### config.mk
export PLATFORM = sky130hd
export DESIGN_NAME = clock_enable_gen
export DESIGN_NICKNAME = d
export VERILOG_FILES = /design/src/rtl/clock_enable_gen.sv
export SDC_FILE = /design/constraint.sdc
export NUM_CORES = 1
export LEC_CHECK = 0
export ABC_AREA = 1
export ABC_CLOCK_PERIOD_IN_PS = 3750
export CORE_MARGIN = 10
export CORE_UTILIZATION = 58
export CTS_CLUSTER_DIAMETER = 50
export DETAILED_ROUTE_END_ITERATION = 12
export GPL_TIMING_DRIVEN = 0
export PLACE_DENSITY_LB_ADDON = 0.12
export SLEW_MARGIN = 20
export SYNTH_ARGS = -nofsm -noshare
export SYNTH_HDL_FRONTEND = slang
export SYNTH_SLANG_ARGS = --single-unit
### constraint.sdc
create_clock -name clock_i -period 3.75 [get_ports clock_i]
set_input_delay 0.375 -clock clock_i [delete_from_list [all_inputs] [get_ports clock_i]]
set_output_delay 0.375 -clock clock_i [all_outputs]
set_load 0.05 [all_outputs]
### src/rtl/clock_enable_gen.sv
// clock_enable_gen: multi-channel clock-enable strobe generator.
// Each channel counts master-clock edges and emits a one-cycle registered
// strobe every D = max(div, 1) active cycles. Per channel: programmable
// divisor with a shadow register applied only at period boundaries, a reset
// phase, and a halt input that defers (never drops) a pulse.
// Optional feature macro: CLKEN_CYCLE_COUNT_EN adds cycle_count_o, one 32-bit
// pulse counter per channel. With the macro undefined the port is absent.
//
// Divisor write interface: div_wr_i is a single-cycle write strobe with no
// back-pressure. Every edge that samples div_wr_i high writes div_val_i into
// the shadow of channel div_ch_i. Indices >= NUM_CH are dropped silently.
module clock_enable_gen #(
  parameter int NUM_CH = 3,
  parameter int CNT_W  = 8,
  parameter logic [NUM_CH*CNT_W-1:0] DIV_INIT   = {8'd24, 8'd4, 8'd12},
  parameter logic [NUM_CH*CNT_W-1:0] PHASE_INIT = {8'd0, 8'd0, 8'd0},
  localparam int CH_W = (NUM_CH > 1) ? $clog2(NUM_CH) : 1
) (
  input  logic                 clock_i,
  input  logic                 reset_i,
  input  logic [NUM_CH-1:0]    halt_i,
  input  logic                 resync_i,
  input  logic                 div_wr_i,
  input  logic [CH_W-1:0]      div_ch_i,
  input  logic [CNT_W-1:0]     div_val_i,
`ifdef CLKEN_CYCLE_COUNT_EN
  output logic [NUM_CH*32-1:0] cycle_count_o,
`endif
  output logic [NUM_CH-1:0]    enable_o
);

  logic [CNT_W-1:0]  cnt_q    [NUM_CH];
  logic [CNT_W-1:0]  cnt_d    [NUM_CH];
  logic [CNT_W-1:0]  div_q    [NUM_CH];
  logic [CNT_W-1:0]  div_d    [NUM_CH];
  logic [CNT_W-1:0]  shadow_q [NUM_CH];
  logic [CNT_W-1:0]  shadow_d [NUM_CH];
  logic [NUM_CH-1:0] en_q;
  logic [NUM_CH-1:0] en_d;
  logic [NUM_CH-1:0] wrap;

`ifdef CLKEN_CYCLE_COUNT_EN
  logic [31:0] cc_q [NUM_CH];
  logic [31:0] cc_d [NUM_CH];
`endif

  // Per-channel next state: shadow write, then resync > halt > wrap > count.
  always_comb begin
    for (int c = 0; c < NUM_CH; c++) begin
      logic [CNT_W-1:0] last_cnt;
      logic             wr_hit;
      // Terminal count is D-1 with D = max(div, 1); 0 and 1 both give 0.
      last_cnt = (div_q[c] == '0) ? '0 : div_q[c] - CNT_W'(1);
      wr_hit   = div_wr_i && (div_ch_i == CH_W'(c));
      // A write on the same edge as a wrap or resync must reach div at once,
      // so the shadow's next value is what gets loaded.
      shadow_d[c] = wr_hit ? div_val_i : shadow_q[c];
      cnt_d[c]    = cnt_q[c];
      div_d[c]    = div_q[c];
      en_d[c]     = 1'b0;
      wrap[c]     = 1'b0;
      if (resync_i) begin
        cnt_d[c] = PHASE_INIT[c*CNT_W +: CNT_W];
        div_d[c] = shadow_d[c];
      end else if (halt_i[c]) begin
        cnt_d[c] = cnt_q[c];
      end else if (cnt_q[c] >= last_cnt) begin
        // >= so that an out-of-range phase wraps immediately.
        wrap[c]  = 1'b1;
        cnt_d[c] = '0;
        en_d[c]  = 1'b1;
        div_d[c] = shadow_d[c];
      end else begin
        cnt_d[c] = cnt_q[c] + CNT_W'(1);
      end
`ifdef CLKEN_CYCLE_COUNT_EN
      if (resync_i)     cc_d[c] = '0;
      else if (wrap[c]) cc_d[c] = cc_q[c] + 32'd1;
      else              cc_d[c] = cc_q[c];
`endif
    end
  end

  // State registers with synchronous active-high reset.
  always_ff @(posedge clock_i) begin
    if (reset_i) begin
      for (int c = 0; c < NUM_CH; c++) begin
        cnt_q[c]    <= PHASE_INIT[c*CNT_W +: CNT_W];
        div_q[c]    <= DIV_INIT[c*CNT_W +: CNT_W];
        shadow_q[c] <= DIV_INIT[c*CNT_W +: CNT_W];
`ifdef CLKEN_CYCLE_COUNT_EN
        cc_q[c]     <= '0;
`endif
      end
      en_q <= '0;
    end else begin
      for (int c = 0; c < NUM_CH; c++) begin
        cnt_q[c]    <= cnt_d[c];
        div_q[c]    <= div_d[c];
        shadow_q[c] <= shadow_d[c];
`ifdef CLKEN_CYCLE_COUNT_EN
        cc_q[c]     <= cc_d[c];
`endif
      end
      en_q <= en_d;
    end
  end

  assign enable_o = en_q;

`ifdef CLKEN_CYCLE_COUNT_EN
  // Pack per-channel counters onto the flat output, ch0 in the LSBs.
  always_comb begin
    cycle_count_o = '0;
    for (int c = 0; c < NUM_CH; c++) cycle_count_o[c*32 +: 32] = cc_q[c];
  end
`endif

endmodule
# Word level (Yosys, flattened, before mapping)
# Memory sizes are Yosys's and may differ from the RTL's.
# Cells that the tools add are included.
# W data, S select, Z words.
[word_totals]
register_bits = 3
mem_bits_rw = 72
in_bits = 17
output_inout_bits = 3
elab_cells = 75
n_memories = 3
[op_classes]
addsub = 6
order_cmp = 3
eq_ne = 2
mux = 39
bitwise_logic = 9
n_reduce_logical = 10
[mem_list]
columns = ["memory", "depth", "width", "read_ports", "rd_ports_with_merged_regs", "write_ports", "line", "text"]
rows = [
  ["cnt_q", 3, 8, 3, 0, 3, "32", "logic [CNT_W-1:0] cnt_q [NUM_CH];"],
  ["div_q", 3, 8, 3, 0, 3, "34", "logic [CNT_W-1:0] div_q [NUM_CH];"],
  ["shadow_q", 3, 8, 3, 0, 3, "36", "logic [CNT_W-1:0] shadow_q [NUM_CH];"],
]
[ops]
columns = ["op", "count"]
rows = [
  ["$mux W8", 33],
  ["$add A8 B1 Y8 const B", 3],
  ["$ge A8 B8 Y1", 3],
  ["$logic_not A8 Y1", 3],
  ["$sub A8 B1 Y8 const B", 3],
  ["$or A1 B1 Y1", 9],
  ["$reduce_or A3 Y1", 3],
  ["$mux W1", 6],
  ["$logic_and A1 B1 Y1", 3],
  ["$eq A2 B1 Y1 const B", 1],
  ["$eq A2 B2 Y1 const B", 1],
  ["$logic_not A2 Y1", 1],
]

# Depth between registers and ports, before layout
# Gate-level depths: netlist of the first run.
[depth]
depth_word = 7
mapped_depth = 21
depth_no_buf = 20

# Worst setup path before layout of the first run
# No wires, ideal clock.
[synth_path]
path_type = "flip-flop to flip-flop"
startpoint = "memory div_q[2][0] (netlist: div_q[0][16])"
endpoint = "memory div_q[2][4] (netlist: div_q[0][20])"
setup_time_ns = 0.112
t_arrival_ns = 2.140
required_time_ns = 3.638
slack_ns = 1.498
stages_incl_launch_ff = 20
n_path_buf = 1
period_less_slack_ns = 2.252
cell_sequence = "dfxtp_1 inv_1 ha_1 nand3_1 nor3_2 nand3_1 inv_1 or2_1 ha_1 nand2_1 nor2_1 nor2_1 nand2_1 nand2_1 nand2_1 nand2_2 nand2_4 buf_6 nand2_1 nand2_1"
[synth_lines]
columns = ["element", "line"]
rows = [
  ["start, declared", "34"],
]

==> key figures, run 1 <==
Clock tree
  – CTS H-tree lvls: 3
  – # hold bufs at CTS: 0
  – Later-pin clock latency in the skew report: 0.35 ns
  – CTS Buf Count: 9
  – Root Buffer: clkbuf_8
  – Clock slew at reported path FFs: 0.08 ns
  – CTS Buffer Depth: 2
  – CTS tree: done
  – Post-cts sizing count: 0
  – Post-CTS Setup Bufs: 0
  – Num Clock Sinks: 75

Power and ir drop
  – Sw frac: 29.0%
  – Combinational share of power: around 16%
  – Static leakage: 2.56 nW
  – Internal power: ~1.2 mW
  – Net Sw Power: 0.489 mW
  – Clock power frac: about a third
  – Reg power frac: 50.5%
  – Peak supply drop: around 0.33 mV
  – Pwr dens: between 300 and 400 mW/mm^2

Logic synthesis
  – Post-synthesis sequential area ratio: 35.9%
  – Synthesized area per cell: 6.96 sq um
  – Number of synthesized flops with an enable pin: 0
  – Netlist cell types: 30
  – Post-Syn Area: 0.00418 sq mm
  – Post-synth top cells: 205 x nand2_1, 97 x inv_1, 75 x dfxtp_1, 51 x nor2_1, 30 x ha_1
  – Top cells by area, synth: dfxtp_1 36%, nand2_1 18%, ha_1 9.0%
  – Yosys reg bits: 75
  – Asr flop ratio synth: 0%
  – Yosys warns: 0
  – Top_reg_cell synth: dfxtp_1
  – Most frequent cell after synthesis: nand2_1
  – Synthesized net count: 647
  – Share of the synthesized area in the top cell type: 35.9%
  – Post-Synthesis Cells: 600
  – Cell taking the most area after synthesis: dfxtp_1

Placed design
  – Pre-CTS setup slack: roughly 1.2 ns
  – I/O Buffers: 19
  – DP HPWL: 6400 um
  – Routability cong.: between 0.8 and 0.9

STA
  – Final hold vios: 0
  – Finish-stage setup viols: 0
  – Slew Limit Headroom: 66.6%
  – Final period utilization: 67.7%
  – Actual slew at the worst max-slew pin: between 0.4 and 0.5 ns
  – Worst Slack Setup Final: 1.21 ns
  – RSZ-0062 raised after global routing: no
  – Tmin final: 2.54 ns
  – Max frequency: 0.394 GHz
  – Slew Limit Fails: 0
  – Final Skew: about 0.012 ns
  – Total Neg Setup Slack: 0 ns

GRT
  – First-pass GRT wire length: 14300 um
  – Congestion Overflow GR: 0
  – Number of global-route vias before repair: 3341
  – Initial antenna violation count: 0
  – Largest net degree at the start of global routing: 14
  – Global Route Usage Sum: 15.3%

Detailed routing
  – Max layer used: met4
  – Pre-Repair DR Iteration Count: 5
  – Final WL: 8080 um
  – Via count: 3508
  – Post-route antenna net violation count: 0
  – # DRC: 0
  – Met3 WL post-DR: 352 um
  – Post-DR wirelength/cell: 11.1 um
  – Metal-1 WL: 3800 um
  – Drt first-iter violations: 121
  – Via density: 4.80
  – DR WL met2: 3860 um

Floorplanning
  – Ports: 20
  – Core Region: 0.00691 sq mm
  – Initial Util: between 60% and 70%
  – Number of core rows: 30
  – Die width: 105 um
  – Total Die Area: 0.0110 sq mm
  – Die H: 105 um

Hold path
  – Hold path depth: 2
  – Hold Startpoint: shadow_q[0][19]
  – Hold EP: shadow_q[0][19]
  – Type of the most critical hold path: reg2reg

Run
  – Max cap viols: 0

Critical path
  – Critical Path, Cell by Cell: inv_1 > ha_1 > nand3_1 > nor3_2 > nand3_1 > nand3_1 > ha_1 > a21oi_1 > o21a_1 > nand2_1 > nand2_2 > nand2_4 > buf_6 > nand2_1 > nand2_1
  – Bufs and invs on worst path: 2
  – Worst R2R Path Depth: 15
  – Slowest stage cell, crit path: dfxtp_1
  – CP Class: reg2reg
  – R2R setup slack: 1.21 ns
  – Max incr delay on CP: ~0.32 ns
  – Top delay family on crit path: simple AND/OR/NAND/NOR gates
  – Worst R2R End: div_q[0][19]
  – Max FO, Critical Path: 10
  – Worst EP required: 4.00 ns
  – CP startpoint kind: flip-flop
  – Reg2reg start: div_q[0][16]
  – Crit path capture type: flip-flop
  – CP arrival: 2.79 ns

Finish
  – Fin nets: a little under 700
  – Fillers: 638
  – Layout cells sized above 1: 11.2%
  – Area grow syn2layout: 11.7%
  – Ant diodes: 0
  – Multi-input logic area: 0.00221 sq mm
  – Sequential Area: 0.00150 sq mm

Outcome
  – Outcome: completed
[metrics by stage]
step / instance area (sq um) / utilization (%) / std cells / power, mW / hold slack (ns)
2_1_floorplan: 4180 / - / 600 / 1.07 / 0.427
3_3_place_gp: 4490 / 65.0 / 715 / 1.13 / 0.441
3_5_place_dp: 4490 / 65.0 / 715 / 1.14 / 0.443
4_1_cts: 4670 / 67.6 / 731 / 1.71 / 0.463
5_1_grt: 4670 / 67.6 / 731 / 1.79 / 0.487
6_report: 4670 / 67.6 / 731 / 1.69 / 0.463
[cell usage in the layout (no fill, tap or decap), drive strengths merged]
cell             n
clkdlybuf4s50   19
clkbuf          11
buf              8
a21oi            8
nand2          211
o21ai           23
nor3b            3
nand4            3
nand3b           1
xnor2            3
nor2            57
dfxtp           75
clkinv           4
o31ai            1
nand3           27
o211ai           4
nor3            17
inv            105
o21a             4
xor2            12
or2              8
clkinvlp         1
ha              30
[routing by layer]
layer | global-route usage [%] | up-vias
li1 | - | 1897
met1 | 18.5 | 1551
met2 | 25.7 | 55
met3 | 4.98 | 5
met4 | 3.73 | 0
met5 | 0 | -
[power groups by stage]
stage / clock [mW] / combinational, mW / sequential [mW]
CTS: 0.580 / 0.277 / 0.851
global placement: 0 / 0.263 / 0.868
floorplan: 0 / 0.203 / 0.865
global route: 0.617 / 0.321 / 0.856
finish: 0.561 / 0.274 / 0.852
detailed placement: 0 / 0.273 / 0.870
[worst register-to-register path: stages, from the launching register on]
cell,delay (ns)
dfxtp_1,0.32
inv_1,0.11
ha_1,0.21
nand3_1,0.15
nor3_2,0.17
nand3_1,0.21
nand3_1,0.16
ha_1,0.25
a21oi_1,0.18
o21a_1,0.18
nand2_1,0.07
nand2_2,0.09
nand2_4,0.08
buf_6,0.17
nand2_1,0.06
nand2_1,0.04
[layout make-up]
class / count / area share (%)
Multi-Input combinational cell: 412 / 47.4
Buffer: 8 / 1.53
Clock inverter: 5 / 0.831
Tap cell: 96 / 2.57
Inverter: 105 / 8.44
Clock buffer: 11 / 3.03
Sequential cell: 75 / 32.2
Timing Repair Buffer: 19 / 4.07
[state kept, by name, summed over array words and instances, names as in the netlist]
register and count:
cnt_q 24, shadow_q 24, div_q 24, enable_o 3
[logic make-up after synthesis]
group / after synthesis / share of synthesized area, %
DFF: 75 / 35.9
buffers and inverters: 113 / 11.1
adders and majority gates: 30 / 8.98
xor gates and xnor gates: 15 / 3.14
and+or+nand+nor: 327 / 35.0
AOI/OAI and AO/OA: 40 / 5.75
[worst max path at each step]
stage	depth (start not counted)	from	to	slack (ns)
after detailed placement	15	div_q[0][16]	div_q[0][19]	1.21
after global routing	19	div_q[0][16]	div_q[0][20]	0.94
final	15	div_q[0][16]	div_q[0][19]	1.21
after global placement	19	div_q[0][16]	div_q[0][19]	1.28
after floorplan	19	div_q[0][16]	div_q[0][20]	1.50
after CTS	15	div_q[0][16]	div_q[0][19]	1.19
(Power assumes the default switching activity.)
==> run 2, diff against run 1 <==
ABC_CLOCK_PERIOD_IN_PS = 2400   (was 3750)
clock period = 2.4 ns   (was 3.75 ns; I/O delays follow)
==> run 2 against run 1 <==
Effect of this change: the run now ends with setup timing left; clock power increased by 59%; power up 70%; sequential cell count is the same; first-iteration DRC count rose by 36%; register-to-register slack got worse by 1.3 ns; non-clock buffer count rose by 24; final cell count is 3.3% higher; cell area grew 15%; combinational power grew 130%; die area is the same; routed wire length grew 23%; count of clock-buffer cells in the layout did not move.
==> key figures, run 2 (synthesis results as in run 1) <==
Outcome
  – Outcome: finished, violations left
  – Failing checks: setup timing

Detailed routing
  – Post-route antenna net violation count: 0 (unchanged)
  – Via density: 5.02 (+4.6%)
  – Pre-Repair DR Iteration Count: 4 (-1)
  – Via count: 3791 (+8.1%)
  – Final WL: 9940 um (+23%)
  – Drt first-iter violations: 164 (+36%)
  – Post-DR wirelength/cell: 13.2 um (+19%)
  – # DRC: 0 (unchanged)

Power and ir drop
  – Pwr dens: 533 mW/mm^2 (+48%)
  – Peak supply drop: 0.519 mV (+58%)
  – Static leakage: 2.73 nW (+6.6%)
  – Tot Pwr: 2.87 mW (+70%)

Floorplanning
  – Number of core rows: 30 (unchanged)
  – Initial Util: 60.5% (unchanged)
  – Die width: 105 um (unchanged)
  – Ports: 20 (unchanged)
  – Die H: 105 um (unchanged)
  – Core Region: 0.00691 sq mm (unchanged)
  – Total Die Area: 0.0110 sq mm (unchanged)

STA
  – Finish-stage setup viols: 12 (+12)
  – Final Skew: 0.0103 ns (-0.00134 ns)
  – Slew Limit Fails: 0 (unchanged)
  – Actual slew at the worst max-slew pin: 0.509 ns (+0.00975 ns)
  – Final period utilization: 103% (+35 points)
  – Final hold vios: 0 (unchanged)
  – Worst Slack Setup Final: -0.0686 ns (-1.28 ns)
  – RSZ-0062 raised after global routing: yes
  – Tmin final: 2.47 ns (-0.0713 ns)
  – Max frequency: 0.405 GHz (+2.9%)
  – Slew Limit Headroom: 66.1% (-0.58 points)

Clock tree
  – Num Clock Sinks: 75 (unchanged)
  – CTS Buf Count: 9 (unchanged)
  – CTS tree: done
  – Later-pin clock latency in the skew report: 0.36 ns (about the same)
  – Root Buffer: clkbuf_8
  – Clock slew at reported path FFs: 0.08 ns (about the same)
  – CTS H-tree lvls: 3 (unchanged)
  – CTS Buffer Depth: 2 (unchanged)

Finish
  – Ant diodes: 0 (unchanged)
  – Area grow syn2layout: 28.9%
  – Layout cells sized above 1: 28.5% (+17 points)
  – Fillers: 489 (-23%)
  – Fin nets: 701 (+3.5%)
  – Most common cell after layout, fill and taps aside: nand2_1
  – Layout Cells excl Fill: 755 (+3.3%)
  – Top flop regs: cnt_q: 24 flops, div_q: 24 flops, shadow_q: 24 flops
  – Commonest cells after routing, fill and taps aside: 170 x nand2_1, 86 x inv_1, 67 x dfxtp_1, 37 x nor2_1, 31 x nand2_2

Placed design
  – Placed cell count: 715 (unchanged)
  – Routability cong.: 0.802 (unchanged)
  – DP HPWL: 6400 um (unchanged)
  – I/O Buffers: 19 (unchanged)

Hold path
  – Hold EP: shadow_q[0][19]
  – Hold Startpoint: shadow_q[0][19]
  – Hold path depth: 2 (unchanged)
  – Type of the most critical hold path: reg2reg

Critical path
  – CP arrival: 2.73 ns (-0.06 ns)
  – Worst EP required: 2.66 ns (-1.34 ns)
  – CP startpoint kind: flip-flop
  – Reg2reg start: div_q[0][9]
  – Crit path capture type: flip-flop
  – CP Class: reg2reg
  – Max FO, Critical Path: 7 (-3)
  – R2R setup slack: -0.07 ns (-1.28 ns)
  – Worst R2R End: div_q[0][15]
  – Worst R2R Path Depth: 19 (+4)

GRT
  – Number of global-route vias before repair: 3527 (+5.6%)
  – Congestion Overflow GR: 0 (unchanged)
  – First-pass GRT wire length: 15400 um (+7.6%)
  – Global Route Usage Sum: 16.5% (+1.2 points)
  – Initial antenna violation count: 0 (unchanged)
  – Largest net degree at the start of global routing: 14 (unchanged)

Run
  – Max cap viols: 0 (unchanged)
## run 2: worst max-delay path by stage
stage | slack, ns | startpoint | endpoint
global placement | -0.07 | div_q[0][16] | div_q[0][19]
global route | -0.23 | div_q[0][1] | div_q[0][2]
detailed placement | -0.14 | div_q[0][16] | div_q[0][19]
floorplan | 0.15 | div_q[0][16] | div_q[0][20]
finish | -0.07 | div_q[0][9] | div_q[0][15]
CTS | 0.0006 | div_q[0][16] | div_q[0][23]
## run 2: report_power, final
| part | leakage, nW | total, mW | switching [mW] | internal (mW) |
|---|---|---|---|---|
| logic | 2.02 | 0.633 | 0.355 | 0.278 |
| clock network | 0.0895 | 0.894 | 0.487 | 0.407 |
| registers | 0.614 | 1.35 | 0.0484 | 1.30 |
## run 2: critical path, stage by stage (launching register included)
cell and delay (ns):
dfxtp_2 0.35, inv_2 0.07, ha_4 0.14, nand2_4 0.05
inv_4 0.06, nand3_4 0.07, nor3_4 0.22, inv_2 0.12
buf_4 0.16, nand3_2 0.05, ha_2 0.17, a21oi_2 0.05
o21a_1 0.20, nand2_1 0.08, nand2_2 0.09, nand2_4 0.16
buf_8 0.16, nand2_4 0.05, nand2_2 0.06, inv_2 0.03
## run 2: timing repair
action | 4_1_cts | 5_1_grt
endpoints found under the hold margin | 0 | 0
setup buffers | 7 | 15
pin swaps | 8 | 48
cloned | 3 | 0
setup endpoints to repair | 42 | 48
hold buffers | 0 | 0
gates resized for setup | 34 | 104
## run 2: metal layers
metal	vias to the layer above	wire length (um)	global-route usage, %
li1	1946	-	-
met1	1760	4380	19.7
met2	73	5050	28.6
met3	12	379	4.91
met4	0	120	3.63
met5	-	0	0
## run 2: layout make-up
cell class                      count  area, sq um  area share, %
Multi-Input combinational cell    412         2670           49.6
Sequential cell                    75         1510           28.1
Timing Repair Buffer               43          418           7.76
Inverter                          105          402           7.46
Clock buffer                       11          141           2.62
Tap cell                           96          120           2.23
Buffer                              8         78.8           1.46
Clock inverter                      5         38.8          0.720
## run 2: through the flow
| step | setup slack, ns | setup TNS (ns) | area (sq um) | hold WS (ns) | util, % |
|---|---|---|---|---|---|
| global placement | -0.0733 | -0.582 | 4490 | 0.441 | 65.0 |
| detailed placement | -0.138 | -2.47 | 4490 | 0.443 | 65.0 |
| finish | -0.0686 | -0.305 | 5390 | 0.473 | 78.0 |
| global route | -0.235 | -6.27 | 5390 | 0.521 | 78.0 |
| CTS | 0.000579 | 0 | 4890 | 0.463 | 70.8 |
| floorplan | 0.148 | 0 | 4180 | 0.387 | - |
==> run 3, diff against run 2 <==
CTS_BUF_LIST = sky130_fd_sc_hd__clkbuf_16   (was not set)
==> run 3 against run 2 <==
Effect of this change: the flow still finishes with violations (setup timing); hold slack worse by 0.0059 ns; final cell count is 0.26% lower; non-clock buffer count shrank 2; critical path depth unchanged; worst setup slack got worse by 0.057 ns; routed wire length grew 2.4%; die area unchanged; sequential power is essentially flat; critical path type unchanged; largest cell class unchanged.
==> key figures, run 3 (synthesis results as in run 1) <==
Critical path
  – R2R setup slack: -0.13 ns (-0.06 ns)
  – CP startpoint kind: flip-flop
  – Max FO, Critical Path: 8 (+1)
  – Max incr delay on CP: 0.33 ns (-0.02 ns)
  – CP arrival: 2.75 ns (+0.02 ns)
  – Critical Path, Cell by Cell: inv_2 > ha_4 > inv_2 > nor3_4 > nand4_1 > inv_1 > or2_1 > ha_1 > nand2_1 > nor2_1 > nor2_1 > nand2_2 > nand2_2 > nand2_2 > nand2_4 > nand2_4 > buf_6 > nand2_2 > nand2_1
  – Reg2reg start: div_q[0][1]
  – Critical Path Source: div_q[0][1]
  – Bufs and invs on worst path: 4 (-2)
  – CP Class: reg2reg
  – CP most frequent cell: nand2_2
  – Worst EP required: 2.62 ns (-0.04 ns)
  – Top delay family on crit path: simple AND/OR/NAND/NOR gates
  – Crit path capture type: flip-flop
  – Slowest stage cell, crit path: dfxtp_2

GRT
  – Largest net degree at the start of global routing: 14 (unchanged)
  – Congestion Overflow GR: 0 (unchanged)
  – Number of global-route vias before repair: 3536 (+0.26%)
  – Initial antenna violation count: 0 (unchanged)
  – Global Route Usage Sum: 16.6% (+0.038 points)
  – First-pass GRT wire length: 15600 um (+1.2%)

Clock tree
  – Num Clock Sinks: 75 (unchanged)
  – CTS H-tree lvls: 3 (unchanged)
  – CTS Buf Count: 9 (unchanged)
  – Clock slew at reported path FFs: 0.06 ns (-0.02 ns)
  – CTS Buffer Depth: 2 (unchanged)
  – CTS tree: done
  – Later-pin clock latency in the skew report: 0.33 ns (-0.03 ns)
  – Root Buffer: clkbuf_16
  – # hold bufs at CTS: 0 (unchanged)

Finish
  – Commonest cells after routing, fill and taps aside: 166 x nand2_1, 86 x inv_1, 68 x dfxtp_1, 38 x nor2_1, 35 x nand2_2
  – Most common cell after layout, fill and taps aside: nand2_1
  – Layout Cells excl Fill: 753 (-0.26%)
  – Fin nets: 699 (-0.29%)
  – Top flop regs: cnt_q: 24 flops, div_q: 24 flops, shadow_q: 24 flops
  – Layout cells sized above 1: 28.6% (+0.087 points)
  – Design area: 0.00544 sq mm (+1.0%)
  – Core Util, Final: 78.8% (+0.78 points)
  – Ant diodes: 0 (unchanged)
  – Fillers: 494 (+1.0%)
  – Area grow syn2layout: 30.2%

STA
  – Tmin final: 2.53 ns (+0.0569 ns)
  – Total Neg Setup Slack: -1.24 ns (-0.938 ns)
  – Max frequency: 0.396 GHz (-2.3%)
  – Finish-stage setup viols: 30 (+18)
  – Final period utilization: 105% (+2.4 points)
  – RSZ-0062 raised after global routing: yes
  – Final Skew: 0.00487 ns (-0.00541 ns)
  – Worst Slack Setup Final: -0.126 ns (-0.0569 ns)
  – Slew Limit Headroom: 66.5% (+0.45 points)
  – Slew Limit Fails: 0 (unchanged)
  – Final hold vios: 0 (unchanged)
  – Actual slew at the worst max-slew pin: 0.501 ns (-0.00774 ns)

Power and ir drop
  – Reg power frac: 42.6% (-4.2 points)
  – Tot Pwr: 3.17 mW (+10%)
  – Pwr dens: 582 mW/mm^2 (+9.2%)
  – Peak supply drop: 0.424 mV (-18%)
  – Combinational share of power: 19.3% (-2.7 points)
  – Internal power: 2.25 mW (+14%)
  – Static leakage: 2.76 nW (+1.2%)
  – Sw frac: 29.0% (-2.1 points)
  – Clock power frac: 38.2% (+7.1 points)
  – Net Sw Power: 0.918 mW (+3.0%)

Detailed routing
  – Drt first-iter violations: 164 (unchanged)
  – Via density: 5.07 (+0.93%)
  – Post-DR wirelength/cell: 13.5 um (+2.7%)
  – Via count: 3816 (+0.66%)
  – Final WL: 10200 um (+2.4%)
  – # DRC: 0 (unchanged)
  – Pre-Repair DR Iteration Count: 5 (+1)
  – Post-route antenna net violation count: 0 (unchanged)

Floorplanning
  – Die H: 105 um (unchanged)
  – Number of core rows: 30 (unchanged)
  – Ports: 20 (unchanged)
  – Initial Util: 60.5% (unchanged)
  – Core Region: 0.00691 sq mm (unchanged)
  – Total Die Area: 0.0110 sq mm (unchanged)
  – Die width: 105 um (unchanged)

Placed design
  – Placed cell count: 715 (unchanged)
  – Routability cong.: 0.802 (unchanged)
  – I/O Buffers: 19 (unchanged)
  – DP HPWL: 6400 um (unchanged)
  – Dpl cell area: 0.00449 sq mm (unchanged)

Run
  – Max cap viols: 0 (unchanged)

Outcome
  – Outcome: finished, violations left
  – Failing checks: setup timing

Hold path
  – Type of the most critical hold path: reg2reg
  – Hold Startpoint: shadow_q[0][19]
[run 3: metal layers]
| metal | up-vias | global-route usage [%] | wire [um] |
|---|---|---|---|
| met4 | 0 | 3.53 | 116 |
| met1 | 1793 | 20.0 | 4360 |
| li1 | 1943 | - | - |
| met3 | 13 | 4.18 | 366 |
| met5 | - | 0 | 0 |
| met2 | 67 | 29.0 | 5330 |
[run 3: path summary, 6_finish.rpt]
| kind | to | cells past startpoint |
|---|---|---|
| setup / recovery | div_q[0][3] | 19 |
| hold / removal | shadow_q[0][19] | 2 |
| setup reg to reg | div_q[0][3] | 19 |
| hold reg to reg | shadow_q[0][19] | 2 |
[run 3: cell type report]
type	count	area, sq um	share of cell area [%]
buffer	8	78.8	1.45
clock buffer	9	225	4.14
clock inverter	7	46.3	0.851
inverter	105	402	7.38
multi-input combinational	412	2660	48.9
sequential	75	1510	27.8
tap	96	120	2.21
timing repair buffer	41	394	7.24
[run 3: tightest hold or removal path: cells and delay by family (launching register included)]
family	cells	cell delay, ns
flops	1	0.30
compound gates	1	0.07
simple gates	1	0.06
[run 3: through the flow]
| step | hold slack (ns) | worst slack [ns] |
|---|---|---|
| CTS | 0.458 | 0.000253 |
| floorplan | 0.387 | 0.148 |
| global placement | 0.441 | -0.0733 |
| finish | 0.467 | -0.126 |
| global route | 0.498 | -0.320 |
| detailed placement | 0.443 | -0.138 |
[run 3: power by group through the flow]
stage	Sequential, mW	Combinational, mW	Clock [mW]
after detailed placement	1.36	0.427	0
after global placement	1.36	0.411	0
after global routing	1.35	0.680	1.29
after CTS	1.34	0.486	1.23
after floorplan	1.35	0.317	0
final	1.35	0.610	1.21
[run 3: what timing repair did]
action | 4_1_cts | 5_1_grt
gates resized for setup | 35 | 106
gates cloned | 3 | 0
endpoints found under the setup margin | 48 | 48
pin swaps | 9 | 48
buffers inserted | 8 | 12
endpoints found under the hold margin | 0 | 0
